--- config.mk ---
export PLATFORM = sky130hd
export DESIGN_NAME = seq_divider_flat
export DESIGN_NICKNAME = d
export VERILOG_FILES = /design/src/rtl/seq_divider_if.sv /design/src/rtl/seq_divider.sv /design/src/flat_wrapper.sv
export SDC_FILE = /design/constraint.sdc
export NUM_CORES = 1
export LEC_CHECK = 0
export BUFFER_PORTS_ARGS = -buffer_cell sky130_fd_sc_hd__buf_2
export CAP_MARGIN = 20
export CORE_MARGIN = 2
export CORE_UTILIZATION = 62
export CTS_BUF_LIST = sky130_fd_sc_hd__clkbuf_16
export DETAILED_ROUTE_END_ITERATION = 12
export PLACE_DENSITY = 0.86
export RECOVER_POWER = 50
export REMOVE_ABC_BUFFERS = 1
export SYNTH_ARGS = -nofsm -noshare
export SYNTH_HDL_FRONTEND = slang
export SYNTH_SLANG_ARGS = --single-unit
--- constraint.sdc ---
create_clock -name clk -period 6.78 [get_ports clk]
set_input_delay 0 -clock clk [delete_from_list [all_inputs] [get_ports clk]]
set_output_delay 0 -clock clk [all_outputs]
set_load 0.02 [all_outputs]
--- src/rtl/seq_divider_if.sv ---
// seq_divider_if: operand/result handshake bundle for the sequential divider.
//   master : operand producer and result consumer (drives in_valid, dividend, divisor, out_ready)
//   slave  : the divider (drives in_ready, out_valid, quotient, remainder, div_zero, busy)
interface seq_divider_if #(
   parameter int WIDTH = 32
);
   logic             in_valid;
   logic             in_ready;
   logic [WIDTH-1:0] dividend;
   logic [WIDTH-1:0] divisor;
   logic             out_valid;
   logic             out_ready;
   logic [WIDTH-1:0] quotient;
   logic [WIDTH-1:0] remainder;
   logic             div_zero;
   logic             busy;

   modport master (
      output in_valid, dividend, divisor, out_ready,
      input  in_ready, out_valid, quotient, remainder, div_zero, busy
   );

   modport slave (
      input  in_valid, dividend, divisor, out_ready,
      output in_ready, out_valid, quotient, remainder, div_zero, busy
   );
endinterface

--- src/rtl/seq_divider.sv ---
// seq_divider: unsigned restoring divider, one quotient bit per clock.
//   clk   : rising-edge clock
//   rst_n : asynchronous active-low reset
//   bus   : seq_divider_if.slave -- operand accept (in_valid/in_ready/dividend/divisor),
//           result presentation (out_valid/out_ready/quotient/remainder/div_zero), busy flag.
// A zero divisor skips the iteration and goes straight to DONE with quotient all ones
// and remainder equal to the dividend.
module seq_divider #(
   parameter int WIDTH = 32
) (
   input logic          clk,
   input logic          rst_n,
   seq_divider_if.slave bus
);
   localparam int CW = $clog2(WIDTH + 1);

   typedef enum logic [1:0] {
      ST_IDLE = 2'd0,
      ST_RUN  = 2'd1,
      ST_DONE = 2'd2
   } state_t;

   state_t           state_q,     state_d;
   logic [CW-1:0]    count_q,     count_d;
   logic [WIDTH-1:0] divisor_q,   divisor_d;
   logic [WIDTH-1:0] quo_q,       quo_d;
   logic [WIDTH-1:0] rem_q,       rem_d;
   logic [WIDTH-1:0] quotient_q,  quotient_d;
   logic [WIDTH-1:0] remainder_q, remainder_d;
   logic             div_zero_q,  div_zero_d;

   // Partial remainder after the shift kept at WIDTH+1 bits: the bit shifted out of
   // rem_q must take part in the compare or large divisors give wrong results.
   logic [WIDTH:0]   shift_hi_s;
   logic [WIDTH:0]   diff_s;
   logic             ge_s;
   logic [WIDTH-1:0] rem_step_s;
   logic [WIDTH-1:0] quo_step_s;

   assign shift_hi_s = {rem_q, quo_q[WIDTH-1]};
   assign diff_s     = shift_hi_s - {1'b0, divisor_q};
   assign ge_s       = (shift_hi_s >= {1'b0, divisor_q});
   // diff_s < divisor whenever ge_s, so its low WIDTH bits hold the full value.
   assign rem_step_s = ge_s ? diff_s[WIDTH-1:0] : shift_hi_s[WIDTH-1:0];
   assign quo_step_s = {quo_q[WIDTH-2:0], ge_s};

   // Next-state and datapath update for the IDLE -> RUN -> DONE sequence
   always_comb begin
      state_d     = state_q;
      count_d     = count_q;
      divisor_d   = divisor_q;
      quo_d       = quo_q;
      rem_d       = rem_q;
      quotient_d  = quotient_q;
      remainder_d = remainder_q;
      div_zero_d  = div_zero_q;
      case (state_q)
         ST_IDLE: begin
            if (bus.in_valid) begin
               divisor_d = bus.divisor;
               quo_d     = bus.dividend;
               rem_d     = {WIDTH{1'b0}};
               count_d   = {CW{1'b0}};
               if (bus.divisor == {WIDTH{1'b0}}) begin
                  state_d     = ST_DONE;
                  quotient_d  = {WIDTH{1'b1}};
                  remainder_d = bus.dividend;
                  div_zero_d  = 1'b1;
               end else begin
                  state_d = ST_RUN;
               end
            end else begin
               state_d = ST_IDLE;
            end
         end
         ST_RUN: begin
            quo_d   = quo_step_s;
            rem_d   = rem_step_s;
            count_d = count_q + CW'(1);
            if (count_q == CW'(WIDTH - 1)) begin
               state_d     = ST_DONE;
               quotient_d  = quo_step_s;
               remainder_d = rem_step_s;
               div_zero_d  = 1'b0;
            end else begin
               state_d = ST_RUN;
            end
         end
         ST_DONE: begin
            // Operands presented here are ignored; only the drain handshake matters.
            if (bus.out_ready) begin
               state_d = ST_IDLE;
            end else begin
               state_d = ST_DONE;
            end
         end
         default: begin
            state_d = ST_IDLE;
         end
      endcase
   end

   // State and datapath registers
   always_ff @(posedge clk or negedge rst_n) begin
      if (!rst_n) begin
         state_q     <= ST_IDLE;
         count_q     <= {CW{1'b0}};
         divisor_q   <= {WIDTH{1'b0}};
         quo_q       <= {WIDTH{1'b0}};
         rem_q       <= {WIDTH{1'b0}};
         quotient_q  <= {WIDTH{1'b0}};
         remainder_q <= {WIDTH{1'b0}};
         div_zero_q  <= 1'b0;
      end else begin
         state_q     <= state_d;
         count_q     <= count_d;
         divisor_q   <= divisor_d;
         quo_q       <= quo_d;
         rem_q       <= rem_d;
         quotient_q  <= quotient_d;
         remainder_q <= remainder_d;
         div_zero_q  <= div_zero_d;
      end
   end

   assign bus.in_ready  = (state_q == ST_IDLE);
   assign bus.out_valid = (state_q == ST_DONE);
   assign bus.busy      = (state_q == ST_RUN);
   assign bus.quotient  = quotient_q;
   assign bus.remainder = remainder_q;
   assign bus.div_zero  = div_zero_q;
endmodule
--- src/flat_wrapper.sv ---
// flat-port wrapper written by rule: the top's interface ports become plain ports
module seq_divider_flat 
#(
   parameter int WIDTH = 32
)
  (clk, rst_n, bus_in_valid, bus_dividend, bus_divisor, bus_out_ready, bus_in_ready, bus_out_valid, bus_quotient, bus_remainder, bus_div_zero, bus_busy);
  seq_divider_if #(.WIDTH(WIDTH)) bus_i ();
  input logic clk;
  input logic rst_n;
  input wire logic [$bits(bus_i.in_valid)-1:0] bus_in_valid;
  input wire logic [$bits(bus_i.dividend)-1:0] bus_dividend;
  input wire logic [$bits(bus_i.divisor)-1:0] bus_divisor;
  input wire logic [$bits(bus_i.out_ready)-1:0] bus_out_ready;
  output wire logic [$bits(bus_i.in_ready)-1:0] bus_in_ready;
  output wire logic [$bits(bus_i.out_valid)-1:0] bus_out_valid;
  output wire logic [$bits(bus_i.quotient)-1:0] bus_quotient;
  output wire logic [$bits(bus_i.remainder)-1:0] bus_remainder;
  output wire logic [$bits(bus_i.div_zero)-1:0] bus_div_zero;
  output wire logic [$bits(bus_i.busy)-1:0] bus_busy;
  assign bus_i.in_valid = bus_in_valid;
  assign bus_i.dividend = bus_dividend;
  assign bus_i.divisor = bus_divisor;
  assign bus_i.out_ready = bus_out_ready;
  assign bus_in_ready = bus_i.in_ready;
  assign bus_out_valid = bus_i.out_valid;
  assign bus_quotient = bus_i.quotient;
  assign bus_remainder = bus_i.remainder;
  assign bus_div_zero = bus_i.div_zero;
  assign bus_busy = bus_i.busy;
  seq_divider #(.WIDTH(WIDTH)) u_core (.clk(clk), .rst_n(rst_n), .bus(bus_i));
endmodule
======== Word-level counts from Yosys, hierarchy flattened ========
Index checks and enable logic that the tools add are counted.
word-level totals
  output and inout bits ................... 68
  bits in registers ....................... 169
  word-level logic and storage cells ...... 47
cells by class
  magnitude comparators ................... 1
  muxes and demuxes ....................... 24
  reductions and logical operators ........ 6
  eq/ne operators ......................... 6
  add/sub/neg operators ................... 2
operators with widths
  operator                                               count
  2-to-1 mux 32 bit                                      9
  case mux 32 bit (2 select lines)                       4
  >= comparator 33 x 32 -> 1 bit                         1
  zero test 32 bit                                       1
  subtractor 32 bit                                      1
  case mux 6 bit (2 select lines)                        1
  2-to-1 mux 2 bit                                       4
  adder 6 x 1 -> 6 bit, second input constant            1
  equality test 6 x 5 -> 1 bit, second input constant    1
  2-to-1 mux 6 bit                                       1
  case mux 2 bit (3 select lines)                        1
  inequality test 2 x 1 -> 1 bit, second input constant  2
  AND reduction 2 bit                                    2
  AND reduction 4 bit                                    1
  2-to-1 mux 1 bit                                       3
  equality test 2 x 1 -> 1 bit, second input constant    1
  equality test 2 bit, second input constant             1
  zero test 2 bit                                        1
  inequality test 2 bit, second input constant           1
  case mux 1 bit (2 select lines)                        1
  nonzero test 2 bit                                     1

======== Depth between registers and ports, before layout ========
Gate-level depths: netlist of run 1.
  depth after elaboration ................. 4
  gate-level depth with buffers ........... 14
  mapped depth without buffers ............ 13

======== Worst setup path before layout of run 1 ========
OpenSTA, ideal clock, no wires.
  path kind ............................... reg2reg
  from .................................... register u_core.rem_q[25]
  to ...................................... register u_core.remainder_q[1], in the netlist u_core.bus.remainder[1]
  setup time .............................. 0.131 ns
  stages on the path, launching flop included .. 12
  slack ................................... 4.038 ns
  buffers on the path ..................... 2
  arrival ................................. 2.611 ns
  required time ........................... 6.649 ns
  clock period less this slack ............ 2.742 ns
  path through ............................ dfrtp_1 ha_1 a21o_1 a21o_1 a21oi_2 o31ai_2 a2111oi_4 and3_1 buf_6 buf_8 mux2i_1 o21ai_1
on the way
  word-level cells in the longest chain between the ends .. 4
ends and longest elaborated chain
  item                              line                RTL
  start: declaration                seq_divider.sv:27   logic [WIDTH-1:0] rem_q, rem_d;
  start signal: assignment          seq_divider.sv:110  rem_q <= {WIDTH{1'b0}};
  start signal: assignment          seq_divider.sv:119  rem_q <= rem_d;
  >= comparator 33 x 32 -> 1 bit    seq_divider.sv:42   assign ge_s = (shift_hi_s >= {1'b0, divisor_q});
  2-to-1 mux 32 bit                 seq_divider.sv:44   assign rem_step_s = ge_s ? diff_s[WIDTH-1:0] : shift_hi_s[WIDTH-1:0];
  2-to-1 mux 32 bit                 seq_divider.sv:80   if (count_q == CW'(WIDTH - 1)) begin
  case mux 32 bit (2 select lines)  seq_divider.sv:57   case (state_q)
  end signal: assignment            seq_divider.sv:112  remainder_q <= {WIDTH{1'b0}};
  end signal: assignment            seq_divider.sv:121  remainder_q <= remainder_d;
  end: declaration                  seq_divider.sv:29   logic [WIDTH-1:0] remainder_q, remainder_d;
No other way between the ends. The select of a mux whose other input is x is not followed.
A chain may end at the register's enable or synchronous reset.

======== Final worst setup path of run 1 ========
  from .................................... register u_core.state_q[0]
  to ...................................... register u_core.quotient_q[12], in the netlist u_core.bus.quotient[12]
on the way
  word-level cells in the longest chain between the ends .. 3
  elaborated cells on any way between the ends .. 8
  those cells by class .................... 4 x eq/ne; 1 x mux; 3 x reduce/logical
ends and longest elaborated chain
  item                                                              line                RTL
  start: declaration                                                seq_divider.sv:23   state_t state_q, state_d;
  start signal: assignment                                          seq_divider.sv:115  state_q <= state_d;
  equality test 2 x 1 -> 1 bit or zero test 2 bit (tied branches)   seq_divider.sv:57
  inequality test 2 x 1 -> 1 bit (no line) (tied with other cells)  -
  AND reduction 4 bit (no line)                                     -
  end signal: assignment                                            seq_divider.sv:111  quotient_q <= {WIDTH{1'b0}};
  end signal: assignment                                            seq_divider.sv:120  quotient_q <= quotient_d;
  end: declaration                                                  seq_divider.sv:28   logic [WIDTH-1:0] quotient_q, quotient_d;
Parallel ways exist; a longest one is shown, timed or not.

==> results.md, run 1 <==
- Status: complete, but fails checks
- Failing checks: capacitance limit, slew limit
- # rows: 44
- Die H: 125 um
- Initial antenna violation count: 0
- Yosys cell types: 62
- Worst path arrival time: 4910 ps
- Crit path kind: reg -> reg
- Die Wd: 125 um
- Router iterations before antenna repair: 5
- Worst setup SP type: register
- Post-synth ARST share: 100%
- N_diodes: 0
- Crit path to: u_core.bus.quotient[12]
- Largest net degree at the start of global routing: 107
- Post-Syn Instances: 1052
- Hold Vio Cnt, Final: 0
- Final Skew: 8.58 ps
- Detail Placement HPWL: 16400 um
- PwrDens: 603 nW/um^2
- Post-Syn Area per Cell: 8.58 um^2
- Root buf cell: clkbuf_16
- DR DRC count: 0
- Post-synth top area share: 46.9%
- Max-Cap Viols: 1
- Worst-Skew Late Latency: 430 ps
- # resized after CTS: 0
- CTS Buf Count: 17
- Synthesized area: 9020 um^2
- GRT Resource Usage Total: 32.6%
- Worst vdd ir: 0.324 mV
- Yosys top cell by area: dfrtp_1
- NumNets Final: 1322
- Fmax: 219 MHz
- P_leak: 4.79 nW
- Launch point of the worst path: u_core.state_q[0]
- CTS tree: built
- Final WL: 25200 um
- Htree depth: 4
- CP max stage delay: 1790 ps
- Period minus WS final: 4570 ps
- Clock Sinks: 169
- Post-DRT Antenna Nets: 0
- Crit-path cells: nor2_1 -> and2_2 -> clkbuf_1 -> nand2_1 -> nand2_2 -> buf_4 -> nor2_1 -> a21oi_1
- Number of port buffers: 135
- Longest Clk Path Bufs: 2
- Final period util: 67.3%
- Setup Total Neg Slack: 0 ps
- R2r endpoint: u_core.bus.quotient[12]
- EDFF count, synth: 0
- Pre-CTS setup slack: 2940 ps
- Routability Congestion: 0.987
- Slew at the pin closest to its max-slew limit: 2550 ps
- Max-Slew Margin vs Limit: -69.9%
- Commonest cells post-synth: dfrtp_1 (169), nor2_1 (165), nand2_1 (118)
- Number of top-level pins: 136
- Final setup fails: 0
- Synth area leaders: dfrtp_1 (47%), nor2_1 (6.9%), a21oi_1 (5.3%)
- Postcts setup bufs: 0
- RSZ-0062 raised after global routing: no
- Warnings from Yosys: 0
- Core ar.: 14400 um^2
- Final Worst Setup Slack: 2210 ps
- Synth Flop Type: dfrtp_1
- Count leader, synth: dfrtp_1
- Mean number of vias per cell: 6.09
- CP Capture Type: register
- Vias in the first global route: 8185
- Initial DRC Count: 1025
- GRT Residual Overflow: 0
- Routed via count: 8636
- First-pass GRT wire length: 41200 um
- Area Growth Syn to Fin: 20.4%
- Critical path required time: 7120 ps
- Worst r2r src: u_core.state_q[0]
- Crit Path Max Fanout: 68
- Slowest-stage cell, CP: clkbuf_1
- Sequential element share of the synthesized area: 46.9%
- Wire per inst: 17.8 um
- Max-slew violation count: 69
- Layout cells sized above 1: 9.81%
- Initial Utilization: 62.8%
- Reg2Reg Setup Slack: 2210 ps
- #FFs+latches synth: 169
- Worst min path class: in -> reg
- Worst-path clk slew: 70 ps
- Worst reg-to-reg path cell count: 8
- Most frequent cell on the critical path: nor2_1
- Full die area: 15500 um^2
power by group:
group	switching, mW	internal [mW]
registers	0.309	1.48
clock network	0.422	0.508
logic	2.42	1.41
kinds of logic after synthesis:
logic type	count (synthesis)	share of synthesized area, %
fa+ha+maj	34	4.80
xor+xnor	23	2.23
buf+inv	103	4.72
simple gates	410	20.1
mux	17	1.90
compound gates	296	19.4
flops	169	46.9
cell usage in the layout (no fill, tap or decap), types with 11 or more instances in the layout:
cell type / n
dfrtp_1: 169
nand2_1: 117
nand3_1: 21
dlygate4sd3_1: 66
clkbuf_1: 69
nor2_1: 165
xor2_1: 11
mux2i_1: 16
a21oi_1: 94
nor3_1: 39
ha_1: 33
xnor2_1: 12
o21ai_0: 84
and3_1: 23
a21o_1: 20
inv_1: 43
clkbuf_16: 17
buf_2: 67
o21ai_1: 29
a31oi_1: 11
per-layer routing:
layer | track usage, % | vias up | wire, um
li1 | - | 3997 | -
met1 | 46.8 | 4128 | 10900
met5 | 0 | - | 0
met4 | 10.4 | 0 | 561
met3 | 6.49 | 53 | 2190
met2 | 50.5 | 458 | 11500
state kept, by name (all words and copies together), names as in the netlist:
register and cells:
u_core.bus.remainder 32, u_core.state_q 2, u_core.divisor_q 32, u_core.bus.div_zero 1
u_core.rem_q 32, u_core.bus.quotient 32, u_core.quo_q 32, u_core.count_q 6
worst max-delay path: cells and delay by family, from the launching register on:
kind            cells  cell delay (ps)
buf+inv             2             2300
simple gates        5             1560
flops               1              440
compound gates      1              160
timing repair:
| item | 4_1_cts | 5_1_grt |
|---|---|---|
| hold endpoints to repair | 195 | 0 |
| hold buffers | 66 | 0 |
| setup endpoints to repair | 0 | 0 |
through the flow:
step / hold slack (ps) / power [mW] / std cells / utilization, % / cell area [um^2]
after global placement: 186 / 5.39 / 1318 / 67.8 / 9740
final: 247 / 6.55 / 1417 / 75.6 / 10900
after detailed placement: 191 / 5.50 / 1318 / 67.8 / 9740
after CTS: 230 / 6.48 / 1416 / 76.2 / 10900
after global routing: 265 / 7.04 / 1417 / 75.6 / 10900
after floorplan: -296 / 4.48 / 992 / - / 8760
worst min path at each step:
stage	start	end	depth (start not counted)
final	bus_in_valid	u_core.rem_q[26]	5
after floorplan	rst_n	u_core.bus.div_zero	0
after CTS	bus_in_valid	u_core.quo_q[28]	5
after detailed placement	rst_n	u_core.divisor_q[5]	1
after global routing	bus_in_valid	u_core.rem_q[16]	5
after global placement	rst_n	u_core.divisor_q[5]	1
cell type report:
type / count / area [um^2]
Fill cell: 1045 / 3500
Tap cell: 184 / 230
Clock buffer: 17 / 425
Clock inverter: 15 / 126
Timing Repair Buffer: 209 / 1310
Sequential cell: 169 / 4230
Multi-Input combinational cell: 780 / 4380
Inverter: 43 / 161
Note: power is estimated with default switching activity, not from simulation.
==> run 2: changes to the inputs <==
CORE_UTILIZATION = 58   (was 62)
PLACE_DENSITY = 0.81   (was 0.86)
clock period = 4.7 ns   (was 6.78 ns; I/O delays follow)
==> run 2 against run 1 <==
Effect of this change: the flow still finishes with violations (capacitance limit, slew limit); first-iteration DRC count down 18%; clock-buffer cell count did not move; global-route usage is 1.7 points lower; final area up 0.88%; total power grew 45%; non-clock buffer count grew 8; setup slack worse by 840 ps; cell count up 0.78%; register-to-register slack lost 840 ps; hold slack got worse by 130 ps; die area rose by 6.7%; critical path type unchanged; largest cell class unchanged.
==> results.md, run 2 (synthesized netlist as in run 1, its figures left out) <==
- Slew at the pin closest to its max-slew limit: 2270 ps
- Critical path required time: 5020 ps
- Mean number of vias per cell: 5.95
- Most frequent cells in the layout: dfrtp_1 (169), nor2_1 (165), nand2_1 (117), a21oi_1 (94), o21ai_0 (84)
- Postcts setup bufs: 0
- Hold Vio Cnt, Final: 0
- N_diodes: 0
- Clock Sinks: 169
- Footprint of the multi-input gates: 4380 um^2
- Number of top-level pins: 136
- Family with the most delay on the worst path: compound AO/OA/AOI/OAI gates
- Pre-CTS setup slack: 1490 ps
- Max-Cap Viols: 1
- CTS Buf Count: 17
- Routability Congestion: 0.952
- Worst path arrival time: 3650 ps
- Crit-path cells: ha_1 -> a21o_1 -> a21o_1 -> a21oi_2 -> o31ai_2 -> a2111oi_4 -> nand3_4 -> nor2_1 -> a21oi_1 -> a22o_1
- Die Wd: 129 um
- Commonest non-fill, non-tap cell in the layout: dfrtp_1
- Die H: 129 um
- Design area: 11000 um^2
- First-pass GRT wire length: 40100 um
- # rows: 45
- Worst vdd ir: 0.424 mV
- Worst-Skew Late Latency: 440 ps
- Max layer used: met4
- Longest Clk Path Bufs: 2
- Launch point of the worst path: u_core.rem_q[25]
- NumNets Final: 1330
- CP Capture Type: register
- Post-Route M1 WL: 11500 um
- Most frequent cell on the critical path: a21o_1
- FF/Latch Area: 4230 um^2
- CTS tree: built
- P_leak: 4.84 nW
- Worst min path class: in -> async
- DR DRC count: 0
- CP max stage delay: 510 ps
- Wire per inst: 17.5 um
- Final Worst Setup Slack: 1370 ps
- Slowest-stage cell, CP: a2111oi_4
- DP Area: 9800 um^2
- Crit path kind: reg -> reg
- RSZ-0062 raised after global routing: no
- Setup Total Neg Slack: 0 ps
- Router iterations before antenna repair: 5
- Fmax: 301 MHz
- Worst-path clk slew: 60 ps
- PwrDens: 867 nW/um^2
- Fill cells: 1171
- Vias in the first global route: 7853
- Post-DRT Antenna Nets: 0
- Final Skew: 11.8 ps
- WL met2: 11000 um
- Initial antenna violation count: 0
- Reg2Reg Setup Slack: 1370 ps
- Period minus WS final: 3330 ps
- Number of port buffers: 135
- Routed via count: 8499
- Overall Power: 9.51 mW
- Htree depth: 4
- Cell Count, Final, Fillers Out: 1428
- R2r endpoint: u_core.rem_q[27]
- Final design utilization: 72.1%
- Max-Slew Margin vs Limit: -51.3%
- GRT Resource Usage Total: 30.9%
- Failing checks: capacitance limit, slew limit
- Crit Path Max Fanout: 36
- Status: complete, but fails checks
- Worst reg-to-reg path cell count: 10
- Post-Place Cells: 1330
- Core ar.: 15200 um^2
- Final WL: 25000 um
- CP bufs+invs: 0
- Area Growth Syn to Fin: 21.5%
- Root buf cell: clkbuf_16
- Layout cells sized above 1: 10.4%
- Hold slack: 119 ps
- Final period util: 70.8%
- Worst r2r src: u_core.rem_q[25]
- Worst setup SP type: register
- WL met3: 1970 um
- Initial Utilization: 59.3%
- Detail Placement HPWL: 16300 um
- GRT Residual Overflow: 0
- Largest net degree at the start of global routing: 107
- Final setup fails: 0
- Max-slew violation count: 42
- Initial DRC Count: 836
- Full die area: 16600 um^2
==> run 2: changes by cell type in the layout (fill, tap and decap cells not counted), sizes merged <==
cell         before  now
bufinv            1    2
buf              74   82
clkinv            7    5
dlygate4sd3      66   67
clkbuf           86   85
inv              49   48
clkinvlp          1    2
==> run 2: per-layer routing <==
layer	up-vias	global-route usage, %
met5	-	0
met4	0	9.53
met3	61	5.53
met2	416	46.3
met1	4000	46.2
li1	4022	-
==> run 2: timing repair <==
| item | in CTS | in global routing |
|---|---|---|
| hold buffers | 66 | 1 |
| resized for setup | 0 | 0 |
| endpoints found under the hold margin | 162 | 1 |
==> run 2: layout make-up <==
cell class / count / area share (%)
Multi-Input combinational cell: 780 / 40.0
Sequential cell: 169 / 38.6
Timing Repair Buffer: 217 / 12.6
Clock buffer: 17 / 3.88
Tap cell: 188 / 2.15
Inverter: 43 / 1.47
Clock inverter: 14 / 1.37
==> run 2: how the worst max path moves through the flow <==
stage / to / slack, ps / cells after the start
3_3_place_gp: u_core.bus.remainder[23] / 1560 / 8
2_1_floorplan: u_core.bus.remainder[0] / -1130 / 7
4_1_cts: u_core.rem_q[27] / 1410 / 10
3_5_place_dp: u_core.bus.remainder[2] / 1490 / 10
5_1_grt: u_core.bus.quotient[26] / 1130 / 8
6_report: u_core.rem_q[27] / 1370 / 10
==> run 2: report_power, final <==
part / internal, mW / leakage (nW) / switching (mW)
clock: 0.785 / 0.282 / 0.606
sequential: 2.13 / 1.85 / 0.436
combinational: 2.06 / 2.71 / 3.49
total: 4.97 / 4.84 / 4.54
==> run 2: worst register-to-register path, cell delays in order, from the launching register on <==
cell,delay (ps)
dfrtp_1,400
ha_1,390
a21o_1,220
a21o_1,190
a21oi_2,210
o31ai_2,120
a2111oi_4,510
nand3_4,510
nor2_1,280
a21oi_1,110
a22o_1,280
